**src/rtl/draw_field_sync_pkg.sv**
```systemverilog
// Shared definitions for the draw-field update path: FSM state type and
// default geometry / flash timing.
package tetris_draw_pkg;

  localparam int FIELD_ROW_CNT       = 20;
  localparam int FIELD_COL_CNT       = 10;
  localparam int TETRIS_COLORS_WIDTH = 3;

  localparam int DEF_FLASH_FRAMES = 8;
  localparam int DEF_FLASH_PHASES = 6;

  typedef enum logic [1:0] {
    S_IDLE     = 2'd0,
    S_WAIT_VBL = 2'd1,
    S_FLASH    = 2'd2,
    S_DONE     = 2'd3
  } sync_state_t;

endpackage

```
**src/rtl/draw_field_sync_if.sv**
```systemverilog
// Game-logic side of draw_field_sync: snapshot handshake plus status.
interface draw_field_sync_if import tetris_draw_pkg::*; #(
  parameter int ROW_CNT = FIELD_ROW_CNT,
  parameter int COL_CNT = FIELD_COL_CNT,
  parameter int COLOR_W = TETRIS_COLORS_WIDTH
);
  logic                               gd_valid_i;
  logic                               gd_ready_o;
  logic [ROW_CNT*COL_CNT*COLOR_W-1:0] gd_field_i;
  logic [ROW_CNT-1:0]                 gd_clear_rows_i;
  logic [63:0]                        gd_next_data_i;
  logic [COLOR_W-1:0]                 gd_next_color_i;
  logic [1:0]                         gd_next_rot_i;
  logic                               gd_next_en_i;
  logic                               busy_o;
  logic                               done_o;

  // game core
  modport master (
    output gd_valid_i, gd_field_i, gd_clear_rows_i, gd_next_data_i,
           gd_next_color_i, gd_next_rot_i, gd_next_en_i,
    input  gd_ready_o, busy_o, done_o
  );

  // update controller
  modport slave (
    input  gd_valid_i, gd_field_i, gd_clear_rows_i, gd_next_data_i,
           gd_next_color_i, gd_next_rot_i, gd_next_en_i,
    output gd_ready_o, busy_o, done_o
  );
endinterface

```
**src/rtl/draw_field_sync_flash_timer.sv**
```systemverilog
// Frame/phase counters for the row-clear flash. Counts vblank ticks while
// enabled; o_finished fires combinationally on the tick that ends the last
// phase so the controller can leave FLASH on that same edge.
module flash_timer #(
  parameter int FLASH_FRAMES = 8,
  parameter int FLASH_PHASES = 6
)(
  input  logic clk,
  input  logic rst_n,
  input  logic i_start,
  input  logic i_tick,
  input  logic i_en,
  output logic o_phase_odd,
  output logic o_finished
);
  localparam int FRAME_W = (FLASH_FRAMES > 1) ? $clog2(FLASH_FRAMES) : 1;
  localparam int PHASE_W = $clog2(FLASH_PHASES + 1);
  localparam logic [FRAME_W-1:0] FRAME_LAST = FRAME_W'(FLASH_FRAMES - 1);
  localparam logic [PHASE_W-1:0] PHASE_LAST = PHASE_W'(FLASH_PHASES - 1);

  logic [FRAME_W-1:0] r_frame;
  logic [PHASE_W-1:0] r_phase;
  logic               w_wrap;

  assign w_wrap      = i_en && i_tick && (r_frame == FRAME_LAST);
  assign o_phase_odd = r_phase[0];
  assign o_finished  = w_wrap && (r_phase == PHASE_LAST);

  // frame counter wraps each phase; phase stops at FLASH_PHASES (controller leaves)
  always_ff @(posedge clk) begin
    if (!rst_n || i_start) begin
      r_frame <= '0;
      r_phase <= '0;
    end else if (i_en && i_tick) begin
      if (r_frame == FRAME_LAST) begin
        r_frame <= '0;
        r_phase <= r_phase + 1'b1;
      end else begin
        r_frame <= r_frame + 1'b1;
      end
    end
  end
endmodule

```
**src/rtl/draw_field_sync.sv**
```systemverilog
// Frame-synchronous update controller: stages a game snapshot, commits it at
// vblank start, optionally flashes cleared rows, then reports done.
module draw_field_sync import tetris_draw_pkg::*; #(
  parameter int ROW_CNT      = FIELD_ROW_CNT,
  parameter int COL_CNT      = FIELD_COL_CNT,
  parameter int COLOR_W      = TETRIS_COLORS_WIDTH,
  parameter int FLASH_FRAMES = DEF_FLASH_FRAMES,
  parameter int FLASH_PHASES = DEF_FLASH_PHASES
)(
  input  logic                               clk,
  input  logic                               rst_n,
  input  logic                               vblank_start_i,
  draw_field_sync_if.slave                   gd,
  output logic [ROW_CNT*COL_CNT*COLOR_W-1:0] field_o,
  output logic [63:0]                        next_data_o,
  output logic [COLOR_W-1:0]                 next_color_o,
  output logic [1:0]                         next_rot_o,
  output logic                               next_en_o
);
  localparam int ROW_W   = COL_CNT * COLOR_W;
  localparam int FIELD_W = ROW_CNT * ROW_W;

  sync_state_t r_state, w_state_nxt;
  logic r_ready, r_done;
  logic w_accept, w_commit, w_start, w_phase_odd, w_finished, w_blank;

  logic [FIELD_W-1:0] r_stg_field, r_dsp_field, w_field;
  logic [ROW_CNT-1:0] r_stg_clear, r_dsp_clear;
  logic [63:0]        r_stg_ndata, r_dsp_ndata;
  logic [COLOR_W-1:0] r_stg_ncolor, r_dsp_ncolor;
  logic [1:0]         r_stg_nrot, r_dsp_nrot;
  logic               r_stg_nen, r_dsp_nen;

  // state register
  always_ff @(posedge clk) begin
    if (!rst_n) r_state <= S_IDLE;
    else        r_state <= w_state_nxt;
  end

  // next state and per-cycle strobes
  always_comb begin
    w_state_nxt = r_state;
    w_accept    = 1'b0;
    w_commit    = 1'b0;
    w_start     = 1'b0;
    case (r_state)
      S_IDLE: if (gd.gd_valid_i && r_ready) begin
        w_accept    = 1'b1;
        w_state_nxt = S_WAIT_VBL;
      end
      S_WAIT_VBL: if (vblank_start_i) begin
        w_commit = 1'b1;
        if (r_stg_clear == '0) w_state_nxt = S_DONE;
        else begin
          w_start     = 1'b1;
          w_state_nxt = S_FLASH;
        end
      end
      S_FLASH: if (w_finished) w_state_nxt = S_DONE;
      S_DONE:  w_state_nxt = S_IDLE;
      default: w_state_nxt = S_IDLE;
    endcase
  end

  // registered handshake/status: ready mirrors "next state is IDLE", done
  // trails the DONE state by one cycle
  always_ff @(posedge clk) begin
    if (!rst_n) begin
      r_ready <= 1'b0;
      r_done  <= 1'b0;
    end else begin
      r_ready <= (w_state_nxt == S_IDLE);
      r_done  <= (r_state == S_DONE);
    end
  end

  // staging capture on accept, display commit at vblank
  always_ff @(posedge clk) begin
    if (!rst_n) begin
      r_stg_field  <= '0;
      r_stg_clear  <= '0;
      r_stg_ndata  <= '0;
      r_stg_ncolor <= '0;
      r_stg_nrot   <= '0;
      r_stg_nen    <= 1'b0;
      r_dsp_field  <= '0;
      r_dsp_clear  <= '0;
      r_dsp_ndata  <= '0;
      r_dsp_ncolor <= '0;
      r_dsp_nrot   <= '0;
      r_dsp_nen    <= 1'b0;
    end else begin
      if (w_accept) begin
        r_stg_field  <= gd.gd_field_i;
        r_stg_clear  <= gd.gd_clear_rows_i;
        r_stg_ndata  <= gd.gd_next_data_i;
        r_stg_ncolor <= gd.gd_next_color_i;
        r_stg_nrot   <= gd.gd_next_rot_i;
        r_stg_nen    <= gd.gd_next_en_i;
      end
      if (w_commit) begin
        r_dsp_field  <= r_stg_field;
        r_dsp_clear  <= r_stg_clear;
        r_dsp_ndata  <= r_stg_ndata;
        r_dsp_ncolor <= r_stg_ncolor;
        r_dsp_nrot   <= r_stg_nrot;
        r_dsp_nen    <= r_stg_nen;
      end
    end
  end

  flash_timer #(
    .FLASH_FRAMES (FLASH_FRAMES),
    .FLASH_PHASES (FLASH_PHASES)
  ) u_timer (
    .clk         (clk),
    .rst_n       (rst_n),
    .i_start     (w_start),
    .i_tick      (vblank_start_i),
    .i_en        (r_state == S_FLASH),
    .o_phase_odd (w_phase_odd),
    .o_finished  (w_finished)
  );

  assign w_blank = (r_state == S_FLASH) && !w_phase_odd;

  // blank flashing rows during even phases
  always_comb begin
    w_field = r_dsp_field;
    for (int r = 0; r < ROW_CNT; r++)
      if (w_blank && r_dsp_clear[r]) w_field[r*ROW_W +: ROW_W] = '0;
  end

  assign field_o       = w_field;
  assign next_data_o   = r_dsp_ndata;
  assign next_color_o  = r_dsp_ncolor;
  assign next_rot_o    = r_dsp_nrot;
  assign next_en_o     = r_dsp_nen;
  assign gd.gd_ready_o = r_ready;
  assign gd.busy_o     = (r_state != S_IDLE);
  assign gd.done_o     = r_done;
endmodule
```
**src/flat_wrapper.sv**
```systemverilog
// flat-port wrapper written by rule: the top's interface ports become plain ports
module draw_field_sync_flat import tetris_draw_pkg::*;
#(
  parameter int ROW_CNT      = FIELD_ROW_CNT,
  parameter int COL_CNT      = FIELD_COL_CNT,
  parameter int COLOR_W      = TETRIS_COLORS_WIDTH,
  parameter int FLASH_FRAMES = DEF_FLASH_FRAMES,
  parameter int FLASH_PHASES = DEF_FLASH_PHASES
)
  (clk, rst_n, vblank_start_i, field_o, next_data_o, next_color_o, next_rot_o, next_en_o, gd_gd_valid_i, gd_gd_field_i, gd_gd_clear_rows_i, gd_gd_next_data_i, gd_gd_next_color_i, gd_gd_next_rot_i, gd_gd_next_en_i, gd_gd_ready_o, gd_busy_o, gd_done_o);
  draw_field_sync_if #(.ROW_CNT(ROW_CNT), .COL_CNT(COL_CNT), .COLOR_W(COLOR_W)) gd_i ();
  input  logic clk;
  input  logic rst_n;
  input  logic vblank_start_i;
  output logic [ROW_CNT*COL_CNT*COLOR_W-1:0] field_o;
  output logic [63:0] next_data_o;
  output logic [COLOR_W-1:0] next_color_o;
  output logic [1:0] next_rot_o;
  output logic next_en_o;
  input wire logic [$bits(gd_i.gd_valid_i)-1:0] gd_gd_valid_i;
  input wire logic [$bits(gd_i.gd_field_i)-1:0] gd_gd_field_i;
  input wire logic [$bits(gd_i.gd_clear_rows_i)-1:0] gd_gd_clear_rows_i;
  input wire logic [$bits(gd_i.gd_next_data_i)-1:0] gd_gd_next_data_i;
  input wire logic [$bits(gd_i.gd_next_color_i)-1:0] gd_gd_next_color_i;
  input wire logic [$bits(gd_i.gd_next_rot_i)-1:0] gd_gd_next_rot_i;
  input wire logic [$bits(gd_i.gd_next_en_i)-1:0] gd_gd_next_en_i;
  output wire logic [$bits(gd_i.gd_ready_o)-1:0] gd_gd_ready_o;
  output wire logic [$bits(gd_i.busy_o)-1:0] gd_busy_o;
  output wire logic [$bits(gd_i.done_o)-1:0] gd_done_o;
  assign gd_i.gd_valid_i = gd_gd_valid_i;
  assign gd_i.gd_field_i = gd_gd_field_i;
  assign gd_i.gd_clear_rows_i = gd_gd_clear_rows_i;
  assign gd_i.gd_next_data_i = gd_gd_next_data_i;
  assign gd_i.gd_next_color_i = gd_gd_next_color_i;
  assign gd_i.gd_next_rot_i = gd_gd_next_rot_i;
  assign gd_i.gd_next_en_i = gd_gd_next_en_i;
  assign gd_gd_ready_o = gd_i.gd_ready_o;
  assign gd_busy_o = gd_i.busy_o;
  assign gd_done_o = gd_i.done_o;
  draw_field_sync #(.ROW_CNT(ROW_CNT), .COL_CNT(COL_CNT), .COLOR_W(COLOR_W), .FLASH_FRAMES(FLASH_FRAMES), .FLASH_PHASES(FLASH_PHASES)) u_core (.clk(clk), .rst_n(rst_n), .vblank_start_i(vblank_start_i), .gd(gd_i), .field_o(field_o), .next_data_o(next_data_o), .next_color_o(next_color_o), .next_rot_o(next_rot_o), .next_en_o(next_en_o));
endmodule
```
**config.mk**
```make
export PLATFORM = sky130hd
export DESIGN_NAME = draw_field_sync_flat
export DESIGN_NICKNAME = d
export VERILOG_FILES = /design/src/rtl/draw_field_sync_pkg.sv /design/src/rtl/draw_field_sync_if.sv /design/src/rtl/draw_field_sync_flash_timer.sv /design/src/rtl/draw_field_sync.sv /design/src/flat_wrapper.sv
export SDC_FILE = /design/constraint.sdc
export NUM_CORES = 2
export LEC_CHECK = 0
export CORE_AREA = 5 5 524 526
export CTS_CLUSTER_SIZE = 10
export DETAILED_ROUTE_END_ITERATION = 10
export DIE_AREA = 0 0 529 531
export SETUP_SLACK_MARGIN = 0.2
export SLEW_MARGIN = 20
export SYNTH_ARGS = -nofsm -noshare
export SYNTH_HDL_FRONTEND = slang
export SYNTH_SLANG_ARGS = --single-unit
```
**constraint.sdc**
```tcl
create_clock -name clk -period 2.25 [get_ports clk]
set_clock_uncertainty 0.2 [all_clocks]
set_input_delay 0.3375 -clock clk [delete_from_list [all_inputs] [get_ports clk]]
set_output_delay 0.3375 -clock clk [all_outputs]
set_load 0.1 [all_outputs]
```
== Word-level counts from Yosys, hierarchy flattened ==
Index checks and enable logic that the tools add are counted.

* Add/subtract/negate cells: 2
* $mul: 0
* Div/mod/pow operators: 0
* Order comparisons: 0
* Equal/unequal tests: 5
* Shift-type cells: 0
* Mux-type cells: 33
* Bitwise gates (word level): 0
* Reduce and logical (&&, ||, !) cells: 33

{| class="wikitable"
|+ Operator list
! kind !! number
|-
| $mux 30 || 20
|-
| $logic_and 1x1->1 || 25
|-
| $logic_not 20->1 || 1
|-
| $mux 1 || 8
|-
| $pmux 2 s4 || 1
|-
| $add 3x1->3 const B || 2
|-
| $eq 3x3->1 const B || 2
|-
| $mux 2 || 3
|-
| $eq 2x2->1 const B || 2
|-
| $logic_not 2->1 || 2
|-
| $mux 3 || 1
|-
| $eq 2x1->1 const B || 1
|-
| $logic_not 1->1 || 2
|-
| $reduce_and 2->1 || 1
|-
| $reduce_bool 2->1 || 1
|-
| $logic_or 1x1->1 || 1
|}

* Register bits: 1390
* Bits in latches: 0
* RAM bits: 0
* ROM bits: 0
* Input bits: 694
* Output and inout bits: 673
* Word-level logic and storage cells: 90
* Memories: 0

== Longest topological paths before layout ==
* Word-level depth: 7
* Mapped depth: 8
* Mapped depth without buffers: 6

== Modules after synthesis ==
From an unflattened synthesis, not the netlist that was laid out.

* Cell total of the unflattened synthesis: 6725
* Area total of the unflattened synthesis: 55766.0 um2

{| class="wikitable"
|+ Modules (own cells, without submodules)
! module !! instances !! cells an instance !! area each (um2) !! seq. area each (um2)
|-
| draw_field_sync || 1 || 6691 || 55413.1 || 27706.6
|-
| flash_timer || 1 || 34 || 352.8 || 120.1
|}

== Worst setup path before layout ==
OpenSTA, ideal clock, no wires.

* Path kind: reg-to-output
* Start point: register u_core.r_state[0]
* End point: output field_o[0]
* Arrival: 2.456 ns
* Required time: 1.712 ns
* Setup slack: -0.743 ns
* Stages on the path, launching flop included: 7
* Buffers on the path: 2
* Cells stage by stage: dfxtp_1 > nand2b_1 > nor2_1 > clkbuf_1 > and2_1 > clkbuf_1 > nor2b_1

* Longest elaborated chain between the ends: 4

{| class="wikitable"
|+ RTL lines
! item !! RTL line !! source
|-
| start: declaration || draw_field_sync.sv:23 || <nowiki>sync_state_t r_state, w_state_nxt;</nowiki>
|-
| start signal: assignment || draw_field_sync.sv:37 || <nowiki>else r_state <= w_state_nxt;</nowiki>
|-
| $eq 2x2->1 || draw_field_sync.sv:125 || <nowiki>assign w_blank = (r_state == S_FLASH) && !w_phase_odd;</nowiki>
|-
| $logic_and 1x1->1 || draw_field_sync.sv:125 ||
|-
| $logic_and 1x1->1 || draw_field_sync.sv:131 || <nowiki>if (w_blank && r_dsp_clear[r]) w_field[r*ROW_W +: ROW_W] = '0;</nowiki>
|-
| $mux 30 || draw_field_sync.sv:131 ||
|-
| end: declaration || flat_wrapper.sv:15 || <nowiki>output logic [ROW_CNT*COL_CNT*COLOR_W-1:0] field_o;</nowiki>
|}

Every way passes these cells.

== Worst setup path after layout ==
* Start point: register u_core.r_state[0]
* End point: output field_o[592]

Same word-level chain as after synthesis.

==> reports/metrics.yaml <==
logic_synthesis:
  syn_area_per_cell_um2: 8.19
  muxShareOfSynthArea_pct: 0.0364
  synth-simple-area-share_pct: 26.2
  synthAdderAreaFrac_pct: 0.0909
  yosys-top-cells-count: "nand2_1 (2764), dfxtp_1 (1390), a21boi_0 (1255), nor2b_1 (600), clkbuf_1 (312)"
  synth_largest_area_cell: "dfxtp_1"
  synth.most_common_cell: "nand2_1"
  yosys.area_share.xor_xnor_pct: 0.0318
  synth_seq_area_share_pct: 50.5
  syn_inst: 6722
  synth-seq-cells: 1390
  yosys.cell_types.count: 34
  synth_area_um2: 55100
  netlist.area_leader.share_pct: 50.5
  ys_warn_count: 0
  synth_top_family_by_area: "simple AND/OR/NAND/NOR gates"
  async_reset_ff_share_pct: 0
  synth_edf_count: 0
  ys.flop_type: "dfxtp_1"
  synth_compound_area_share_pct: 18.9
  synth.net_count: 7420
  netlist_top_cells_area: "dfxtp_1 (51%), nand2_1 (19%), a21boi_0 (17%)"
layout:
  drive_above_1_share_pct: 21.9
  nFillCells: 26209
  nNetsFinal: 9530
  syn2layout_area_growth_pct: 80.6
worst_setup_path:
  r2r_slack_ns: -0.22
  max_stage_delay_ns: 0.34
  reg2reg_to: "u_core.r_stg_field[451]$_SDFFE_PN0P_"
  r2r-start: "u_core.r_state[0]$_SDFF_PN0_"
  crit_slowest_cell: "dfxtp_4"
  worstPathCellList: "nand2b_4, nor2_4, buf_6, buf_12, buf_8, and2_4, buf_12, buf_16, nor2b_4, buf_12"
  cp.arrival_ns: 2.62
  ff2ff_path_depth: 11
  criticalPathCategory: "flip-flop to output pin"
  critPathLaunchType: "flip-flop"
  cp_top_family: "buffers and inverters"
  crit_required_ns: 1.71
  crit_path_max_fanout: 7
  end_kind: "output pin"
  worst-path-buf-inv: 6
  path_common_cell: "buf_12"
grt:
  first_global_vias: 53552
  grt_pass1_wl_um: 370000
  grt-busiest-layer: "met2"
  grt_use_met3_pct: 4.92
  grt_max_degree: 134
  grt.total_usage_pct: 17.5
  grt.met2_usage_pct: 28.2
  antenna_found_initial: 93
  grt_use_met1_pct: 22.6
  grt-ovfl-total: 0
floorplan:
  start_util_pct: 20.4
  die_x_um: 529
  core-area_um2: 270000
  num_rows: 191
  ios: 1367
  dieArea_um2: 281000
  die-height_um: 531
placed_design:
  dp_worst_setup_slack_ns: -0.208
  gp_congestion: 0.938
  io_buffers: 1366
  dpl.hpwl_um: 195000
clock_tree:
  cts_tree: "built"
  cts_root_buffer: "clkbuf_16"
  htreeDepth: 4
  cts_buffers: 178
  clock_latency_ns: 0.87
  clk_path_buf_depth: 4
  cts_sinks: 1390
  path_clk_slew_ns: 0.05
power_and_ir_drop:
  power_leakage_nw: 34.8
  powerDensity_nw_per_um2: 676
  ir_worst_vdd_v: 0.000522
outcome:
  violations: "setup timing"
  outcome: "finished with violations"
sta:
  slew_violations: 0
  tns_ns: -489.24
  rsz0062_at_grt: "yes"
  setup_viol: 1032
  worstMarginPinSlew_ns: 0.558
  fin_ws_ns: -0.908
  hold_viol_final: 0
  relSlewSlack_pct: 62.8
  finalCritPeriodShare_pct: 140
  fmax_ghz: 0.317
  final.min_clock_period_ns: 3.16
hold_path:
  hold_class: "primary input to flip-flop"
  min_from: "gd_gd_field_i[527]"
  holdPathStages: 3
  hold-path-endpoint: "u_core.r_stg_field[527]$_SDFFE_PN0P_"
routing:
  dr.pass1.iters: 5
  avgRoutedWirePerCell_um: 21.1
  drt-initial-drc-count: 3608
  drc: 0
  vias_per_cell: 4.30
  ant_nets: 0
  vias: 53877
  wirelength_um: 265000
run:
  cap_violations: 0
==> registers in the layout, indices dropped and copies added, names as in the netlist <==
register                count
u_core.r_stg_ncolor         3
u_core.r_stg_field        600
u_core.r_dsp_field        600
u_core.r_dsp_clear         20
u_core.next_rot_o           2
u_core.gd.done_o            1
u_core.next_data_o         64
u_core.r_stg_clear         20
u_core.next_color_o         3
u_core.r_stg_nrot           2
u_core.u_timer.r_phase      3
u_core.r_state              2
u_core.gd.gd_ready_o        1
u_core.next_en_o            1
u_core.u_timer.r_frame      3
u_core.r_stg_ndata         64
u_core.r_stg_nen            1
==> per-stage QoR <==
step	util, %	instances	hold WS (ns)	power [W]	cell area, um2
after floorplan	-	6722	0.230	0.0337	58000
after global placement	30.9	11455	0.237	0.0393	83400
after detailed placement	30.9	11455	0.245	0.0394	83400
after CTS	35.8	12396	0.00200	0.0677	96400
after global routing	36.9	12497	0.00213	0.0701	99300
final	36.9	12527	0.0411	0.0672	99400
==> per-layer routing <==
metal	part of all wire [%]	vias to the layer above	routed length (um)
li1	-	25663	-
met1	43	25777	115000
met2	45	1941	120000
met3	8.0	434	21300
met4	3.2	62	8410
met5	0.14	-	371
==> how the worst max path moves through the flow <==
| stage | start | to | slack [ns] | cells after the start |
|---|---|---|---|---|
| after floorplan | u_core.r_state[0]$_SDFF_PN0_ | field_o[68] | -0.67 | 6 |
| after global placement | u_core.r_state[0]$_SDFF_PN0_ | field_o[159] | -0.21 | 8 |
| after detailed placement | u_core.r_state[0]$_SDFF_PN0_ | field_o[159] | -0.21 | 8 |
| after CTS | u_core.r_state[0]$_SDFF_PN0_ | field_o[593] | -1.03 | 9 |
| after global routing | u_core.r_state[0]$_SDFF_PN0_ | field_o[592] | -1.01 | 10 |
| final | u_core.r_state[0]$_SDFF_PN0_ | field_o[592] | -0.91 | 10 |
==> area by class of cell <==
cell class	count	area [um2]	share of cell area (%)
flip-flops and latches	1390	27800	28.0
well taps	3570	4470	4.49
clock buffers	223	4830	4.85
clock inverters	26	439	0.442
repair buffers	2454	32400	32.5
inverters	1	3.75	0.00378
diodes	56	140	0.141
multi-input cells	4807	29400	29.5
==> placed cells by master, fill, tap and decap left out, types with 2 or more instances in the layout <==
cell | Yosys | routed
nor4_1 | 3 | 3
nor2_1 | 9 | 8
mux2i_1 | 2 | 2
nor2b_4 | 0 | 573
inv_6 | 0 | 3
buf_12 | 0 | 761
ha_1 | 4 | 4
clkbuf_16 | 0 | 204
nor2b_2 | 0 | 20
nor2b_1 | 600 | 7
nand3b_1 | 2 | 2
clkinv_2 | 0 | 7
a21boi_1 | 127 | 127
nand2_1 | 2764 | 2764
clkinv_8 | 0 | 2
buf_8 | 0 | 15
dlygate4sd3_1 | 0 | 660
clkbuf_8 | 0 | 16
clkbuf_1 | 312 | 27
a21boi_0 | 1255 | 1254
dfxtp_1 | 1390 | 1388
and3_1 | 2 | 2
bufinv_16 | 0 | 8
and2_4 | 0 | 19
buf_16 | 0 | 17
buf_4 | 11 | 250
or4_1 | 2 | 2
clkinv_4 | 0 | 2
diode_2 | 0 | 56
buf_6 | 12 | 34
clkdlybuf4s50_1 | 0 | 692
nor2_4 | 1 | 3
a21oi_1 | 2 | 2
clkinv_16 | 0 | 2
==> power by group <==
part	leakage (nW)	total (W)	switching (W)	internal, W
sequential	11.3	0.0274	0.00106	0.0263
combinational	21.0	0.0130	0.00751	0.00553
clock	2.57	0.0268	0.0110	0.0158
==> what timing repair did <==
| item | 4_1_cts | 5_1_grt |
|---|---|---|
| gates resized for setup | 136 | 488 |
| hold buffers | 660 | 0 |
| setup buffers | 19 | 51 |
| endpoints found under the hold margin | 710 | 0 |
| pin swaps | 4 | 3 |
| setup endpoints to repair | 1277 | 1693 |
| gates cloned | 13 | 24 |
==> kinds of logic after synthesis <==
group,after synthesis
and+or+nand+nor,3412
DFF,1390
AOI/OAI and AO/OA,1387
buffers and inverters,525
adders and majority gates,4
xor gates and xnor gates,2
muxes,2
==> worst min-delay path: stages <==
cell,delay [ns]
clkdlybuf4s50_1,0.45
nand2_1,0.15
a21boi_0,0.11
Note: power is estimated with default switching activity, not from simulation.
